===== src/rtl/dcache_pkg.sv =====
// Shared types and constants for the direct-mapped write-through data cache.
// Holds the controller state encoding and the address-split widths.
package dcache_pkg;

  localparam int ADDR_BITS      = 32;
  localparam int DEF_INDEX_BITS = 6;
  localparam int DEF_TAG_BITS   = ADDR_BITS - DEF_INDEX_BITS - 2;

  // Tag width for a given index width; the low two address bits select a byte in the word.
  function automatic int tag_bits(input int index_bits);
    return ADDR_BITS - index_bits - 2;
  endfunction

  typedef enum logic [1:0] {
    IDLE  = 2'd0,
    FILL  = 2'd1,
    WTHRU = 2'd2
  } state_t;

endpackage


===== src/rtl/dcache_store.sv =====
// Line storage: valid/tag/data per line, combinational read, one synchronous write.
// Only the valid bits are reset; tag and data contents are don't-care until a line is valid.
module dcache_store
  import dcache_pkg::*;
#(
  parameter int INDEX_BITS = DEF_INDEX_BITS,
  parameter int TAG_BITS   = tag_bits(INDEX_BITS)
) (
  input  logic                  clk,
  input  logic                  clrn,
  input  logic [INDEX_BITS-1:0] rd_idx,
  output logic                  rd_valid,
  output logic [TAG_BITS-1:0]   rd_tag,
  output logic [31:0]           rd_data,
  input  logic                  wr_en,
  input  logic [INDEX_BITS-1:0] wr_idx,
  input  logic [TAG_BITS-1:0]   wr_tag,
  input  logic [31:0]           wr_data
);

  localparam int LINES = 2 ** INDEX_BITS;

  logic [LINES-1:0]    valid_q;
  logic [TAG_BITS-1:0] tag_q  [LINES];
  logic [31:0]         data_q [LINES];

  always_ff @(posedge clk or negedge clrn) begin
    if (!clrn) begin
      valid_q <= '0;
    end else if (wr_en) begin
      valid_q[wr_idx] <= 1'b1;
    end
  end

  always_ff @(posedge clk) begin
    if (wr_en) begin
      tag_q[wr_idx]  <= wr_tag;
      data_q[wr_idx] <= wr_data;
    end
  end

  assign rd_valid = valid_q[rd_idx];
  assign rd_tag   = tag_q[rd_idx];
  assign rd_data  = data_q[rd_idx];

endmodule


===== src/rtl/dmap_cache.sv =====
// Direct-mapped, write-through, no-write-allocate cache; read hits complete in the request cycle,
// misses and writes wait on memory m_ready. Define DCACHE_STATS_EN for hit/miss counter ports.
module dmap_cache
  import dcache_pkg::*;
#(
  parameter int INDEX_BITS = DEF_INDEX_BITS
) (
  input  logic        clk,
  input  logic        clrn,
  input  logic [31:0] p_a,
  input  logic [31:0] p_din,
  input  logic        p_strobe,
  input  logic        p_rw,
  output logic [31:0] p_dout,
  output logic        p_ready,
  output logic [31:0] m_a,
  output logic [31:0] m_din,
  output logic        m_strobe,
  output logic        m_rw,
  input  logic [31:0] m_dout,
  input  logic        m_ready
`ifdef DCACHE_STATS_EN
  ,
  output logic [31:0] hit_count,
  output logic [31:0] miss_count
`endif
);

  localparam int TAG_BITS = tag_bits(INDEX_BITS);

  state_t state, next_state;

  logic [INDEX_BITS-1:0] idx;
  logic [TAG_BITS-1:0]   tag;
  logic                  line_valid;
  logic [TAG_BITS-1:0]   line_tag;
  logic [31:0]           line_data;
  logic                  hit;
  logic                  wr_en;
  logic [31:0]           wr_data;
  logic                  read_hit;
  logic                  fill_done;
  logic                  addr_lsb_unused;

  assign idx             = p_a[INDEX_BITS+1:2];
  assign tag             = p_a[31:INDEX_BITS+2];
  assign addr_lsb_unused = ^p_a[1:0];
  assign hit             = line_valid && (line_tag == tag);

  // Memory sees the CPU request directly; the CPU holds it stable until p_ready.
  assign m_a   = p_a;
  assign m_din = p_din;

  dcache_store #(
    .INDEX_BITS (INDEX_BITS),
    .TAG_BITS   (TAG_BITS)
  ) u_store (
    .clk      (clk),
    .clrn     (clrn),
    .rd_idx   (idx),
    .rd_valid (line_valid),
    .rd_tag   (line_tag),
    .rd_data  (line_data),
    .wr_en    (wr_en),
    .wr_idx   (idx),
    .wr_tag   (tag),
    .wr_data  (wr_data)
  );

  always_ff @(posedge clk or negedge clrn) begin
    if (!clrn) begin
      state <= IDLE;
    end else begin
      state <= next_state;
    end
  end

  always_comb begin
    next_state = state;
    p_ready    = 1'b0;
    p_dout     = '0;
    m_strobe   = 1'b0;
    m_rw       = 1'b0;
    wr_en      = 1'b0;
    wr_data    = m_dout;
    read_hit   = 1'b0;
    fill_done  = 1'b0;
    case (state)
      IDLE: begin
        if (p_strobe) begin
          if (p_rw) begin
            next_state = WTHRU;
          end else if (hit) begin
            p_ready  = 1'b1;
            p_dout   = line_data;
            read_hit = 1'b1;
          end else begin
            next_state = FILL;
          end
        end
      end
      FILL: begin
        m_strobe = 1'b1;
        if (m_ready) begin
          // Fill data is bypassed to the CPU in the same cycle it is written into the line.
          p_ready    = p_strobe;
          p_dout     = m_dout;
          wr_en      = 1'b1;
          wr_data    = m_dout;
          fill_done  = 1'b1;
          next_state = IDLE;
        end
      end
      WTHRU: begin
        m_strobe = 1'b1;
        m_rw     = 1'b1;
        if (m_ready) begin
          p_ready    = p_strobe;
          wr_en      = hit;
          wr_data    = p_din;
          next_state = IDLE;
        end
      end
      default: next_state = IDLE;
    endcase
  end

`ifdef DCACHE_STATS_EN
  always_ff @(posedge clk or negedge clrn) begin
    if (!clrn) begin
      hit_count  <= '0;
      miss_count <= '0;
    end else begin
      if (read_hit) hit_count <= hit_count + 32'd1;
      if (fill_done) miss_count <= miss_count + 32'd1;
    end
  end
`endif

endmodule


===== config.mk =====
export PLATFORM = sky130hd
export DESIGN_NAME = dmap_cache
export DESIGN_NICKNAME = d
export VERILOG_FILES = /design/src/rtl/dcache_pkg.sv /design/src/rtl/dcache_store.sv /design/src/rtl/dmap_cache.sv
export SDC_FILE = /design/constraint.sdc
export NUM_CORES = 2
export LEC_CHECK = 0
export CAP_MARGIN = 20
export CORE_MARGIN = 2
export CORE_UTILIZATION = 30
export CTS_BUF_LIST = sky130_fd_sc_hd__clkbuf_16
export DETAILED_ROUTE_END_ITERATION = 8
export GPL_ROUTABILITY_DRIVEN = 0
export GPL_TIMING_DRIVEN = 0
export HOLD_SLACK_MARGIN = 0.08
export PLACE_DENSITY = 0.5
export SLEW_MARGIN = 20
export SYNTH_ARGS = -nofsm -noshare
export SYNTH_HDL_FRONTEND = slang
export SYNTH_HIERARCHICAL = 1
export SYNTH_SLANG_ARGS = --single-unit

===== constraint.sdc =====
create_clock -name clk -period 13.4 [get_ports clk]
set_clock_uncertainty 0.05 [all_clocks]
set_input_delay 2.01 -clock clk [delete_from_list [all_inputs] [get_ports clk]]
set_output_delay 2.01 -clock clk [all_outputs]
set_load 0.01 [all_outputs]

==> flow_summary.json <==
{
  "synth-seq-cells": 3650,
  "hpwl_um": 330000,
  "powerDensity_mw_per_mm2": 147,
  "io_buffers": 195,
  "rsz0062_at_grt": "false",
  "met1_length_um": 201000,
  "crit_path_start_kind": "input port",
  "die_area_sq_mm": 0.474,
  "synth_edf_count": 3584,
  "required_ps": 11340,
  "syn_nets": 6552,
  "final.setup.tns_ps": 0,
  "vias": 75173,
  "synthXorXnorAreaFrac": 0.00149,
  "final_nets": 7418,
  "holdCritPathClass": "flop to flop",
  "cts.htree.levels": 5,
  "grt_usage": 0.200,
  "drv_slew": 0,
  "wl_met3_um": 44200,
  "synth_top_area_share": 0.765,
  "numCtsBuffers": 377,
  "core-area_sq_mm": 0.467,
  "r2r-end": "u_store/data_q[22][12]",
  "final_util": 0.363,
  "vias_per_cell": 5.43,
  "io_pins": 200,
  "relSlewSlack": 0.132,
  "worstMarginPinSlew_ps": 1300,
  "die_w_um": 689,
  "maxCapViolCount": 0,
  "wl_met2_um": 220000,
  "setup_viol": 0,
  "worstSetupPathType": "input port to primary output",
  "route.detailed.wl_per_inst_um": 35.1,
  "synth.area.mux_share": 0.152,
  "netlist_area_sq_mm": 0.141,
  "antenna_left": 0,
  "min_path_cells": 1,
  "post_layout_nonfiller_instances": 13838,
  "ys.flop_type": "edfxtp_1",
  "cts-root-buf": "clkbuf_16",
  "fmax_mhz": 79.1,
  "timing.rr.start": "u_store/tag_q[11][4]",
  "clock_latency_ps": 970,
  "placed_area_sq_mm": 0.158,
  "synth.distinct_cells": 56,
  "cts_tree": "yes",
  "fin_crit_sh": 0.943,
  "cts_setup_buffers": 0,
  "overflow": 0,
  "synth_area_leader_cell": "edfxtp_1",
  "syn_inst": 6447,
  "grt_pass1_vias": 73385,
  "arrival_ps": 10570,
  "syn_area_per_cell_sq_um": 21.8,
  "grt_pass1_wl_um": 645000,
  "syn_to_final_growth_pct": 20.7,
  "yosysSeqAreaShare": 0.777,
  "end_kind": "primary output",
  "synth.area.top_cells": "edfxtp_1 (77%), mux4_2 (13%), mux2i_1 (1.8%), dfrtp_1 (1.2%), o22ai_1 (0.86%)",
  "synthAdderAreaFrac": 0.000356,
  "hold_violations": 0,
  "clock_sinks": 3650,
  "post-route-min-period_ps": 12630,
  "grt_max_degree": 67,
  "drt_iter0_drc": 11502,
  "clkTransAtPathRegs_ps": 50,
  "rows": 251,
  "yosys_warnings": 6,
  "reg2reg_setup_slack_ps": 5130,
  "grt_antenna_before_repair": 32,
  "highest_layer": "met5",
  "final_area_sq_mm": 0.170,
  "first_pass_iters": 6,
  "async_reset_ff_frac": 0.0181,
  "path_max_fanout": 10,
  "synth_top_family_by_area": "multiplexers",
  "p_leak_nw": 53.8,
  "finalWirelength_um": 485000,
  "drive_above_1_share": 0.285,
  "worst_slack_ps": 766,
  "min_from": "u_store/valid_q[53]",
  "cts.repair.resized": 0,
  "initial_core_util": 0.301,
  "drc": 0,
  "die_height_um": 689,
  "synth_compound_area_frac": 0.0293,
  "run_status": "complete, no violations",
  "synthSimpleGateAreaFrac": 0.0211,
  "reg2reg_depth": 16,
  "dp.cells": 13132,
  "pre_cts_slack_ps": 956,
  "hold_path_end": "u_store/valid_q[53]",
  "vdd_ir_drop_max_v": 0.0000948,
  "clockBufferDepth": 4,
  "cts_hold_buf": 0
}
## critical path, cell delays in order
cell	delay, ps
clkdlybuf4s50_1	830
buf_2	280
buf_4	230
buf_4	390
buf_2	550
buf_4	470
mux2i_1	210
nor2_1	230
a311oi_1	150
nor4_1	1060
xor2_1	570
nor4_4	1060
clkbuf_1	810
nand4_1	720
o21ai_2	330
clkdlybuf4s50_1	580
## worst max path at each step
| stage | end | slack (ps) | start | depth (start not counted) |
|---|---|---|---|---|
| final | p_dout[29] | 770 | p_a[3] | 16 |
| after floorplan | u_store/data_q[30][0] | 5020 | p_a[2] | 16 |
| after global placement | u_store/valid_q[49] | -6350 | p_a[6] | 14 |
| after global routing | p_dout[24] | 790 | p_a[3] | 16 |
| after detailed placement | p_dout[29] | 960 | p_a[4] | 16 |
| after CTS | p_dout[29] | 950 | p_a[4] | 16 |
## layout make-up
type | count | area, sq um
fillers | 42557 | 297000
flip-flops and latches | 3650 | 109000
multi-input cells | 2321 | 29500
clock buffers | 389 | 9730
repair buffers | 487 | 8520
well taps | 6198 | 7750
plain buffers | 442 | 2550
clock inverters | 292 | 2220
inverters | 34 | 128
diodes | 25 | 62.6
## report_power, final
group / switching (mW) / internal (mW) / total, mW
Sequential: 0.0189 / 12.8 / 12.8
Clock: 4.40 / 5.85 / 10.3
Combinational: 1.30 / 0.561 / 1.86
Total: 5.72 / 19.2 / 24.9
## cell usage in the layout (no fill, tap or decap), drive strengths merged, types with 85 or more instances in the layout
master	synthesis	routed
inv	34	121
nand2	119	119
clkbuf	145	534
mux4	802	802
buf	297	614
nor2	184	184
mux2i	256	256
clkinv	0	162
clkdlybuf4s50	0	170
o221ai	85	85
o22ai	194	194
edfxtp	3584	3584
## stage by stage
step	hold slack [ps]	power (mW)
floorplan	381	13.9
global placement	393	14.8
detailed placement	400	14.9
CTS	414	25.1
global route	428	25.6
finish	412	24.9
## flip-flops by register name, summed over array words and instances (netlist names)
signal	flops
state	2
u_store/data_q	2048
u_store/tag_q	1536
u_store/valid_q	64
## cell usage after synthesis, drive strengths merged (11+ instances only)
cell type  number
a211oi         31
a21oi          58
a221oi         14
a22o           16
a22oi          48
a311oi         49
and3           12
buf           297
clkbuf        145
dfrtp          66
edfxtp       3584
inv            34
mux2           68
mux2i         256
mux4          802
nand2         119
nand2b         13
nand3          31
nand4          62
nor2          184
nor2b          39
nor4           47
o21ai          36
o221ai         85
o22a           31
o22ai         194
or2            68
xnor2          13
xor2           11
## routing by layer
metal | up-vias | track usage
li1 | 29009 | -
met1 | 41250 | 0.282
met2 | 4151 | 0.309
met3 | 757 | 0.0372
met4 | 6 | 0.0723
met5 | - | 0
## kinds of logic after synthesis
group,Yosys count
simple gates,594
buf+inv,476
flops,3650
fa+ha+maj,4
xor+xnor,24
mux,1126
compound gates,573
Note: power is estimated with default switching activity, not from simulation.
